===== config.mk =====
export PLATFORM = sky130hd
export DESIGN_NAME = writeback_cycle
export DESIGN_NICKNAME = d
export VERILOG_FILES = /design/src/rtl/wb_pkg.sv /design/src/rtl/wb_load_align.sv /design/src/rtl/writeback_cycle.sv
export SDC_FILE = /design/constraint.sdc
export NUM_CORES = 1
export LEC_CHECK = 0
export CAP_MARGIN = 20
export CORE_ASPECT_RATIO = 0.8
export CORE_UTILIZATION = 42
export DETAILED_ROUTE_END_ITERATION = 16
export PLACE_DENSITY = 0.78
export SETUP_SLACK_MARGIN = 0.5
export SYNTH_ARGS = -nofsm -noshare
export SYNTH_HDL_FRONTEND = slang
export SYNTH_SLANG_ARGS = --single-unit

===== constraint.sdc =====
create_clock -name i_clk -period 4.7 [get_ports i_clk]
set_input_delay 1.41 -clock i_clk [delete_from_list [all_inputs] [get_ports i_clk]]
set_output_delay 1.41 -clock i_clk [all_outputs]
set_load 0.01 [all_outputs]

===== src/rtl/wb_pkg.sv =====
// Shared types and constants for the writeback stage:
// writeback select codes, load funct3 encodings and counter-control states.
package wb_pkg;

  typedef enum logic [1:0] {
    WB_ALU  = 2'b00,
    WB_LD   = 2'b01,
    WB_PC4  = 2'b10,
    WB_ZERO = 2'b11
  } wb_sel_e;

  localparam logic [2:0] F3_LB  = 3'b000;
  localparam logic [2:0] F3_LH  = 3'b001;
  localparam logic [2:0] F3_LW  = 3'b010;
  localparam logic [2:0] F3_LBU = 3'b100;
  localparam logic [2:0] F3_LHU = 3'b101;

  typedef enum logic {
    CNT_IDLE = 1'b0,
    CNT_RUN  = 1'b1
  } cnt_state_e;

endpackage


===== src/rtl/wb_load_align.sv =====
// Load data aligner: picks the byte/half addressed by the load offset out of
// the word-aligned LSU word and sign- or zero-extends it to 32 bits.
module wb_load_align
  import wb_pkg::*;
(
  input  logic [31:0] i_word,
  input  logic [1:0]  i_offset,
  input  logic [2:0]  i_funct3,
  output logic [31:0] o_value
);

  logic [7:0]  w_byte;
  logic [15:0] w_half;

  function automatic logic [31:0] sext8(input logic signed [7:0] b);
    return 32'(b);
  endfunction

  function automatic logic [31:0] sext16(input logic signed [15:0] h);
    return 32'(h);
  endfunction

  always_comb begin
    w_byte = i_word[7:0];
    case (i_offset)
      2'd0: w_byte = i_word[7:0];
      2'd1: w_byte = i_word[15:8];
      2'd2: w_byte = i_word[23:16];
      2'd3: w_byte = i_word[31:24];
      default: w_byte = i_word[7:0];
    endcase
  end

  // Misaligned halfword loads do not trap; the low offset bit is dropped.
  assign w_half = i_offset[1] ? i_word[31:16] : i_word[15:0];

  always_comb begin
    o_value = i_word;
    case (i_funct3)
      F3_LB:   o_value = sext8(w_byte);
      F3_LBU:  o_value = {24'h0, w_byte};
      F3_LH:   o_value = sext16(w_half);
      F3_LHU:  o_value = {16'h0, w_half};
      F3_LW:   o_value = i_word;
      default: o_value = i_word;
    endcase
  end

endmodule


===== src/rtl/writeback_cycle.sv =====
// Writeback stage: register-file write port, one-cycle WB->ID bypass register,
// commit trace and the cycle / retire / control-transfer counters.
module writeback_cycle
  import wb_pkg::*;
#(
  parameter int CNT_W = 64,
  parameter int XLEN  = 32
) (
  input  logic             i_clk,
  input  logic             i_reset,
  input  logic [XLEN-1:0]  i_wb_pc_add4,
  input  logic [XLEN-1:0]  i_wb_alu_data,
  input  logic [XLEN-1:0]  i_wb_ld_data,
  input  logic [31:0]      i_wb_inst,
  input  logic [XLEN-1:0]  i_wb_pc_debug,
  input  logic [1:0]       i_wb_wb_sel,
  input  logic             i_wb_rd_wren,
  input  logic             i_wb_insn_vld,
  input  logic             i_wb_ctrl,
  input  logic             i_cnt_clr,
  output logic [4:0]       o_rf_wr_addr,
  output logic [XLEN-1:0]  o_rf_wr_data,
  output logic             o_rf_wr_en,
  output logic             o_byp_vld,
  output logic [4:0]       o_byp_addr,
  output logic [XLEN-1:0]  o_byp_data,
  output logic             o_cmt_vld,
  output logic [XLEN-1:0]  o_cmt_pc,
  output logic [31:0]      o_cmt_inst,
  output logic [CNT_W-1:0] o_cycle_cnt,
  output logic [CNT_W-1:0] o_retire_cnt,
  output logic [CNT_W-1:0] o_ctrl_cnt
);

  logic [31:0]      w_ld_aligned;
  logic [XLEN-1:0]  w_wr_data;
  logic [4:0]       w_rd;
  logic             w_wr_en;
  logic             w_cnt_en;
  cnt_state_e       r_state;
  cnt_state_e       w_state_nxt;

  logic             r_byp_vld_p1;
  logic [4:0]       r_byp_addr_p1;
  logic [XLEN-1:0]  r_byp_data_p1;
  logic             r_cmt_vld_p1;
  logic [XLEN-1:0]  r_cmt_pc_p1;
  logic [31:0]      r_cmt_inst_p1;
  logic [CNT_W-1:0] r_cycle_cnt;
  logic [CNT_W-1:0] r_retire_cnt;
  logic [CNT_W-1:0] r_ctrl_cnt;

  wb_load_align u_load_align (
    .i_word   (i_wb_ld_data[31:0]),
    .i_offset (i_wb_alu_data[1:0]),
    .i_funct3 (i_wb_inst[14:12]),
    .o_value  (w_ld_aligned)
  );

  // ---- stage p0: combinational register-file write port ----
  assign w_rd    = i_wb_inst[11:7];
  assign w_wr_en = i_wb_rd_wren & i_wb_insn_vld & (w_rd != 5'd0);

  always_comb begin
    w_wr_data = '0;
    case (wb_sel_e'(i_wb_wb_sel))
      WB_ALU:  w_wr_data = i_wb_alu_data;
      WB_LD:   w_wr_data = XLEN'(w_ld_aligned);
      WB_PC4:  w_wr_data = i_wb_pc_add4;
      default: w_wr_data = '0;
    endcase
  end

  assign o_rf_wr_addr = w_rd;
  assign o_rf_wr_data = w_wr_data;
  assign o_rf_wr_en   = w_wr_en;

  // ---- stage p1: bypass register and commit trace ----
  always_ff @(posedge i_clk or negedge i_reset) begin
    if (!i_reset) begin
      r_byp_vld_p1  <= 1'b0;
      r_byp_addr_p1 <= '0;
      r_byp_data_p1 <= '0;
      r_cmt_vld_p1  <= 1'b0;
      r_cmt_pc_p1   <= '0;
      r_cmt_inst_p1 <= '0;
    end else begin
      r_byp_vld_p1  <= w_wr_en;
      r_byp_addr_p1 <= w_rd;
      r_byp_data_p1 <= w_wr_data;
      r_cmt_vld_p1  <= i_wb_insn_vld;
      if (i_wb_insn_vld) begin
        r_cmt_pc_p1   <= i_wb_pc_debug;
        r_cmt_inst_p1 <= i_wb_inst;
      end
    end
  end

  assign o_byp_vld  = r_byp_vld_p1;
  assign o_byp_addr = r_byp_addr_p1;
  assign o_byp_data = r_byp_data_p1;
  assign o_cmt_vld  = r_cmt_vld_p1;
  assign o_cmt_pc   = r_cmt_pc_p1;
  assign o_cmt_inst = r_cmt_inst_p1;

  // Counters stay frozen until the first real instruction reaches WB.
  always_ff @(posedge i_clk or negedge i_reset) begin
    if (!i_reset) r_state <= CNT_IDLE;
    else          r_state <= w_state_nxt;
  end

  always_comb begin
    w_state_nxt = r_state;
    case (r_state)
      CNT_IDLE: if (i_wb_insn_vld && !i_cnt_clr) w_state_nxt = CNT_RUN;
      CNT_RUN:  if (i_cnt_clr) w_state_nxt = CNT_IDLE;
      default:  w_state_nxt = CNT_IDLE;
    endcase
  end

  // The retiring instruction that wakes the FSM is already counted.
  assign w_cnt_en = (r_state == CNT_RUN) | i_wb_insn_vld;

  always_ff @(posedge i_clk or negedge i_reset) begin
    if (!i_reset) begin
      r_cycle_cnt  <= '0;
      r_retire_cnt <= '0;
      r_ctrl_cnt   <= '0;
    end else if (i_cnt_clr) begin
      r_cycle_cnt  <= '0;
      r_retire_cnt <= '0;
      r_ctrl_cnt   <= '0;
    end else if (w_cnt_en) begin
      r_cycle_cnt <= r_cycle_cnt + CNT_W'(1);
      if (i_wb_insn_vld)
        r_retire_cnt <= r_retire_cnt + CNT_W'(1);
      if (i_wb_insn_vld && i_wb_ctrl)
        r_ctrl_cnt <= r_ctrl_cnt + CNT_W'(1);
    end
  end

  assign o_cycle_cnt  = r_cycle_cnt;
  assign o_retire_cnt = r_retire_cnt;
  assign o_ctrl_cnt   = r_ctrl_cnt;

endmodule


---- Yosys cells after proc, flatten, opt, wreduce, memory -nomap -nowiden ----
Cells that the tools add are included.
storage, ports and cells
  output and inout bits ................... 333
  flip-flop bits (word level) ............. 296
  logic and storage cells ................. 52
  input bits .............................. 168
operators by class
  reduce and logical (&&, ||, !) cells .... 12
  bitwise logic cells ..................... 4
  eq/ne operators ......................... 8
  multiplexer cells ....................... 15
  add/subtract/negate cells ............... 3
operators by type and width
  operator                                                          number
  64-bit two-way mux                                                8
  64-bit by 1-bit adder with 64-bit output (second input constant)  3
  32-bit case mux with 4 select lines                               1
  32-bit case mux with 3 select lines                               1
  8-bit case mux with 4 select lines                                1
  16-bit two-way mux                                                1
  2-bit == test (second input constant)                             3
  3-bit == test (second input constant)                             2
  2-bit nonzero test                                                3
  5-bit nonzero test                                                1
  2-bit by 1-bit == test with 1-bit output (second input constant)  2
  2-bit zero test                                                   2
  2-bit AND reduction                                               2
  3-bit by 1-bit == test with 1-bit output (second input constant)  1
  3-bit zero test                                                   1
  1-bit bitwise AND                                                 2
  1-bit logical AND                                                 2
  1-bit two-way mux                                                 2
  1-bit case mux with 2 select lines                                1
  1-bit zero test                                                   1
  1-bit inverter                                                    1
  1-bit OR                                                          1

---- Longest topological paths before layout ----
Gate-level depths: netlist of the first run.
  depth after elaboration ................. 4
  depth in mapped cells ................... 7
  depth with buffers taken out ............ 6

---- Modules after synthesis ----
From an unflattened synthesis of the first run, not the netlist that was laid out.
second synthesis, totals
  cells, all modules ...................... 1503
  area total of the unflattened synthesis .. 14953.1 µm²
modules (own cells, without submodules)
  module           cells an instance  sequential area each (µm²)  times used  area each (µm²)
  writeback_cycle  1392               7407.1                      1           14285.0
  wb_load_align    111                0.0                         1           668.1

---- Least setup slack after synthesis of the first run ----
OpenSTA, ideal clock, no wires.
  kind .................................... input port to output port
  start ................................... input port i_wb_alu_data[1]
  end ..................................... output port o_rf_wr_data[17]
  data arrival time ....................... 3.348 ns
  stages .................................. 6
  data required time ...................... 3.290 ns
  slack ................................... -0.058 ns
  buffers on the path ..................... 2
  cells stage by stage .................... clkbuf_1 -> mux4_2 -> nor2b_1 -> o2111ai_1 -> clkbuf_1 -> o221ai_1
between the ends
  word-level cells in the longest chain between the ends .. 4
  elaborated cells between the ends (all ways) .. 8
  classes of those cells .................. eq/ne: 3; mux: 4; reduce/logical: 1
ends and longest elaborated chain
  element                                      line                   text
  start, declared                              writeback_cycle.sv:12  input logic [XLEN-1:0] i_wb_alu_data,
  2-bit == test, or another cell as far along  wb_load_align.sv:25    case (i_offset)
  8-bit case mux with 4 select lines           wb_load_align.sv:25
  32-bit case mux with 4 select lines (*)      wb_load_align.sv:39    case (i_funct3)
  32-bit case mux with 3 select lines (*)      writeback_cycle.sv:66  case (wb_sel_e'(i_wb_wb_sel))
  end, declared                                writeback_cycle.sv:22  output logic [XLEN-1:0] o_rf_wr_data,
Every way passes the cells marked *; elsewhere a longest branch is shown, timed or not.

---- Worst setup path in the final report of the first run ----
  start ................................... input port i_wb_ld_data[7]
  end ..................................... output port o_rf_wr_data[13]
between the ends
  word-level cells in the longest chain between the ends .. 3
ends and longest elaborated chain
  element                              line                   text
  start, declared                      writeback_cycle.sv:13  input logic [XLEN-1:0] i_wb_ld_data,
  8-bit case mux with 4 select lines   wb_load_align.sv:25
  32-bit case mux with 4 select lines  wb_load_align.sv:39
  32-bit case mux with 3 select lines  writeback_cycle.sv:66
No other way between the ends.

==> impl_metrics.ini, run 1 <==
[status]
status = complete, no violations

[synthesis]
synth_edf_count = 0
synth-main-ff-cell = dfrtp_1
synth_area_um2 = 14700
yosysTopAreaCell = dfrtp_1
synth_top_family_by_area = simple AND/OR/NAND/NOR gates
synth_compound_area_share_pct = 9.28
synth.area.mux_share_pct = 8.09
ys_seq_area_share_pct = 50.4
synth_warnings = 0
yosys.area_share.simple_pct = 23.1
synth-xor-area-share_pct = 6.14
ys_ff_latch = 296
syn_avg_cell_area_um2 = 10.0
synth_cells = 1467
async_flop_share_pct = 100
synthAdderAreaFrac_pct = 0.255
yosys-top-cells-area = dfrtp_1, mux2_2, xor2_1
synth_cell_types = 53
netlist.area_leader.share_pct = 50.4
synth_nets = 1638

[worst_setup_path]
crit_arrival_ns = 3.06
setup.worst_path.class = primary input to output pin
startpoint_type = primary input
path_max_fanout = 5
r2r_start = o_ctrl_cnt[19]
cpMaxStageDelayCell = mux4_2
critPathMaxStageDelay_ns = 0.47
cp.required_ns = 3.29
rrSetupSlack_ns = 1.69
rr_worst_depth = 5
timing.rr.end = o_ctrl_cnt[50]
endpoint_kind = output pin
cpMostUsedCell = buf_2
path_cells = buf_2, mux4_2, nor2b_4, a21o_4, buf_6, buf_4, o221ai_2, o21ai_2, buf_2

[global_route]
grt_util_all_layers_pct = 32.3
grt_pass1_vias = 14400
overflow = 0
grt_max_degree = 110
grt_pass1_wl_um = 87800
grt_antenna_before_repair = 9

[die]
die_x_um = 211
pin_count = 501
design.core.area_um2 = 34000
rows = 60
fp.dieH_um = 169
start_util_pct = 43.2
dieArea_um2 = 35700

[drt]
drt_iter0_markers = 1429
ant_nets = 0
drcViolationCount = 0
wl_per_cell_um = 22.8
viasPerCell = 5.81
vias = 14900
drtPass1Iterations = 6
drt_wl_total_um = 58500

[clocking]
cts_max_path_buffers = 3
cts_made_buffers = 34
holdBufCountCts = 0
htree_levels = 2
cts_num_sinks = 296
worstSkewPairLatency_ns = 0.54
cts_tree = built
clk_pin_slew_ns = 0.06
cts-root-buf = clkbuf_16

[cells_and_area]
nNetsFinal = 2239
final_area_um2 = 22600
area_growth_pct = 53.7
num-fill-cells = 2636
final_util_pct = 66.4
drive_gt1_share_pct = 17.5

[sta]
period_share_pct = 95.1
finalMaxSlewViolations = 0
rsz0062_at_grt = yes
hold_violations = 0
setup_violations = 0
worstMarginPinSlew_ns = 1.00
timing.fmax_mhz = 224
post-route-min-period_ns = 4.47
skew_ns = 0.0266
slew_headroom_pct = 32.7

[place]
dp_hpwl_um = 43600
routabilityCongestion = 0.982
placed_area_um2 = 20900
place.port_buffers = 500

[power_and_ir_drop]
p_leak_nw = 8.95
ir_drop_v = 0.000252
pwr_density_cell_nw_per_um2 = 275

[flow_run]
drv_cap = 0

[hold_path]
hold_start = o_cmt_inst[16]
min_to = o_cmt_inst[16]
worst_hold_path.num_cells = 1
hold_path.class = register to register
[placed cells by master (no fill, tap or decap), types with 24 or more instances in the layout]
| master | count |
|---|---|
| clkdlybuf4s50_1 | 446 |
| dfrtp_1 | 296 |
| nor2_1 | 150 |
| buf_4 | 119 |
| nand4_1 | 93 |
| a21oi_1 | 85 |
| nand2_1 | 83 |
| xor2_1 | 72 |
| nand3_1 | 70 |
| mux2_2 | 67 |
| o21ai_0 | 63 |
| or3_1 | 56 |
| mux2i_1 | 36 |
| clkbuf_16 | 34 |
| inv_1 | 31 |
| xnor2_1 | 31 |
| nor4_1 | 29 |
| or4_1 | 29 |
| buf_2 | 24 |
[layer usage]
metal	track usage [%]	up-vias	wire length, µm
met2	50.1	780	26800
li1	-	6620	-
met3	8.88	151	5430
met1	41.6	7344	23100
met5	0	-	8
met4	16.4	2	3130
[timing repair]
item	in CTS	in global routing
pin swaps	16	8
buffers inserted	46	8
gates cloned	1	0
resized for setup	232	20
setup endpoints to repair	33	36
[layout make-up]
| type | instances | area [µm²] | share of cell area (%) |
|---|---|---|---|
| diodes | 8 | 20.0 | 0.0886 |
| clock buffers | 50 | 991 | 4.39 |
| multi-input cells | 1070 | 7340 | 32.5 |
| clock inverters | 10 | 77.6 | 0.344 |
| flip-flops and latches | 296 | 7410 | 32.8 |
| repair buffers | 634 | 6040 | 26.7 |
| well taps | 465 | 582 | 2.58 |
| inverters | 32 | 120 | 0.532 |
[sequential cells by signal (all words and copies together), names as in the netlist]
| name | flops |
|---|---|
| o_byp_addr | 5 |
| o_byp_data | 32 |
| o_byp_vld | 1 |
| o_cmt_inst | 32 |
| o_cmt_pc | 32 |
| o_cmt_vld | 1 |
| o_ctrl_cnt | 64 |
| o_cycle_cnt | 64 |
| o_retire_cnt | 64 |
| r_state | 1 |
[kinds of logic after synthesis]
group / after synthesis
flip-flops: 296
buffers and inverters: 101
adder cells (fa/ha/maj): 3
multiplexers: 109
XOR/XNOR: 103
AO/OA/AOI/OAI: 231
AND/OR/NAND/NOR: 624
[critical path, delay by kind of cell]
family          cells  cell delay (ns)
simple gates        1             0.16
compound gates      3             0.48
buf+inv             4             0.54
mux                 1             0.47
[metrics by stage]
stage | cells | total power [W] | hold WS [ns] | setup WS, ns | TNS (ns)
4_1_cts | 2549 | 0.00625 | 0.508 | 0.319 | 0
5_1_grt | 2561 | 0.00642 | 0.517 | 0.209 | 0
3_5_place_dp | 2442 | 0.00360 | 0.495 | -0.594 | -12.79
2_1_floorplan | 1467 | 0.00300 | 0.551 | 0.498 | 0
6_report | 2565 | 0.00622 | 0.504 | 0.232 | 0
3_3_place_gp | 2442 | 0.00359 | 0.489 | -0.574 | -12.60
[power by group]
group | total (W) | internal [W] | leakage (nW) | switching [W]
Combinational | 0.000960 | 0.000508 | 4.50 | 0.000452
Clock | 0.00258 | 0.00147 | 0.522 | 0.00110
Sequential | 0.00268 | 0.00264 | 3.92 | 0.0000461
[cells in the mapped netlist, types with 8 or more instances]
| library cell | count |
|---|---|
| o22ai_1 | 8 |
| o31ai_1 | 23 |
| mux2i_1 | 40 |
| nand4_1 | 93 |
| o21ai_0 | 72 |
| nand3_1 | 71 |
| xor2_1 | 72 |
| mux2_2 | 67 |
| and4_1 | 16 |
| dfrtp_1 | 296 |
| a21oi_1 | 89 |
| nor2b_1 | 14 |
| xnor2_1 | 31 |
| and2_1 | 8 |
| nor2_1 | 150 |
| nor4_1 | 29 |
| clkbuf_1 | 55 |
| o221ai_1 | 24 |
| inv_1 | 32 |
| or3_1 | 57 |
| and3_1 | 22 |
| nand2_1 | 83 |
| or4_1 | 29 |
| nor3_1 | 24 |
[how the worst max path moves through the flow]
stage          depth (start not counted)        startpoint  slack (ns)                to
2_1_floorplan                          6  i_wb_alu_data[1]        0.50  o_rf_wr_data[17]
3_3_place_gp                           7  i_wb_alu_data[0]       -0.57  o_rf_wr_data[11]
3_5_place_dp                           8  i_wb_alu_data[1]       -0.59  o_rf_wr_data[12]
4_1_cts                                8  i_wb_alu_data[1]        0.32  o_rf_wr_data[23]
5_1_grt                                9  i_wb_alu_data[1]        0.21  o_rf_wr_data[13]
6_report                               9   i_wb_ld_data[7]        0.23  o_rf_wr_data[13]
(Power assumes the default switching activity.)
==> run 2: changes to the inputs <==
CORE_AREA = 2 2 194 196   (was default)
CORE_ASPECT_RATIO = default   (was 0.8)
CORE_UTILIZATION = default   (was 42)
CTS_BUF_LIST = sky130_fd_sc_hd__clkbuf_2 sky130_fd_sc_hd__clkbuf_4 sky130_fd_sc_hd__clkbuf_8   (was default)
DIE_AREA = 0 0 196 198   (was default)
PLACE_DENSITY = 0.75   (was 0.78)
==> impl_metrics.ini, run 2 (same netlist as run 1, synthesis figures left out) <==
[status]
status = complete, no violations

[clocking]
clk_pin_slew_ns = 0.05
worstSkewPairLatency_ns = 0.65
cts_max_path_buffers = 3
cts_tree = built
cts_made_buffers = 53
cts-root-buf = clkbuf_8
cts_num_sinks = 296
htree_levels = 2
holdBufCountCts = 0

[sta]
setup_violations = 0
post-route-min-period_ns = 4.51
finalMaxSlewViolations = 0
worstMarginPinSlew_ns = 0.986
slew_headroom_pct = 34.2
period_share_pct = 95.9
timing.fmax_mhz = 222
skew_ns = 0.0357
hold_violations = 0
rsz0062_at_grt = yes

[cells_and_area]
mostFrequentLayoutCell = clkdlybuf4s50_1
final_util_pct = 60.3
drive_gt1_share_pct = 16.5
area_growth_pct = 51.7
nNetsFinal = 2218
final_cell_mix = clkdlybuf4s50_1, dfrtp_1, nor2_1
stdcell_count = 2561

[die]
dieArea_um2 = 38800
start_util_pct = 39.8
fp.dieH_um = 198
rows = 71
die_x_um = 196
design.core.area_um2 = 37000
pin_count = 501

[place]
place.port_buffers = 500
dp_hpwl_um = 41700
dp.cells = 2439
routabilityCongestion = 0.928

[drt]
vias = 14600
drt_iter0_markers = 919
drtPass1Iterations = 6
drcViolationCount = 0
drt_wl_total_um = 55700
viasPerCell = 5.68
wl_per_cell_um = 21.8
ant_nets = 0

[global_route]
grt_pass1_wl_um = 83100
grt_util_all_layers_pct = 28.0
grt_max_degree = 102
grt_pass1_vias = 14100
overflow = 0
grt_antenna_before_repair = 4

[power_and_ir_drop]
p_leak_nw = 8.81
ir_drop_v = 0.000221
pwr_density_cell_nw_per_um2 = 275
power.total_w = 0.00612

[worst_setup_path]
endpoint_kind = output pin
crit_arrival_ns = 3.10
setup.worst_path.class = primary input to output pin
r2r_start = o_ctrl_cnt[19]
startpoint = i_wb_alu_data[1]
startpoint_type = primary input
path_max_fanout = 8
cp.required_ns = 3.29

[flow_run]
drv_cap = 0

[hold_path]
hold_start = o_cmt_inst[25]
hold_path.class = register to register
[run 2: path summary, 6_finish.rpt]
| kind | slack [ns] | depth (start not counted) | end |
|---|---|---|---|
| max in group asynchronous | 2.96 | 2 | o_retire_cnt[37] |
| max | 0.19 | 9 | o_rf_wr_data[31] |
| min reg2reg | 0.50 | 1 | o_cmt_inst[25] |
| min in group asynchronous | 0.73 | 1 | o_ctrl_cnt[28] |
| max reg2reg | 1.72 | 5 | o_ctrl_cnt[58] |
| min | 0.50 | 1 | o_cmt_inst[25] |
[run 2: power by group]
group | switching, W | internal (W)
Clock | 0.00112 | 0.00143
Combinational | 0.000416 | 0.000474
Sequential | 0.0000458 | 0.00264
[run 2: critical path, stage by stage]
cell       delay [ns]
buf_8            0.07
mux4_2           0.52
nor2b_4          0.15
buf_6            0.11
o2111ai_4        0.27
buf_6            0.15
buf_12           0.14
o221ai_2         0.10
buf_2            0.17
[run 2: final cells by class]
class / count / area, µm²
Multi-Input combinational cell: 1070 / 7250
Inverter: 32 / 120
Timing Repair Buffer: 594 / 5810
Antenna cell: 2 / 5.00
Tap cell: 474 / 593
Fill cell: 3071 / 14700
Sequential cell: 296 / 7410
Clock inverter: 10 / 88.8
Clock buffer: 83 / 1020
[run 2: per-stage QoR]
step | hold slack (ns) | cell area [µm²] | setup TNS, ns | setup slack, ns
2_1_floorplan | 0.551 | 14900 | 0 | 0.498
3_3_place_gp | 0.488 | 20800 | -13.90 | -0.531
3_5_place_dp | 0.494 | 20800 | -14.50 | -0.576
4_1_cts | 0.508 | 22100 | 0 | 0.210
5_1_grt | 0.516 | 22300 | 0 | 0.160
6_report | 0.505 | 22300 | 0 | 0.195
[run 2: timing repair]
action	4_1_cts	5_1_grt
resized for setup	201	24
pin swaps	7	8
buffers inserted	16	8
cloned	1	1
endpoints found under the setup margin	33	31
[run 2: layer usage]
metal	global-route usage, %	vias up	share of wire (%)
li1	-	6571	-
met1	31.2	7125	35
met2	48.1	699	50
met3	7.41	155	8.3
met4	16.8	2	6.7
met5	0	-	0.023
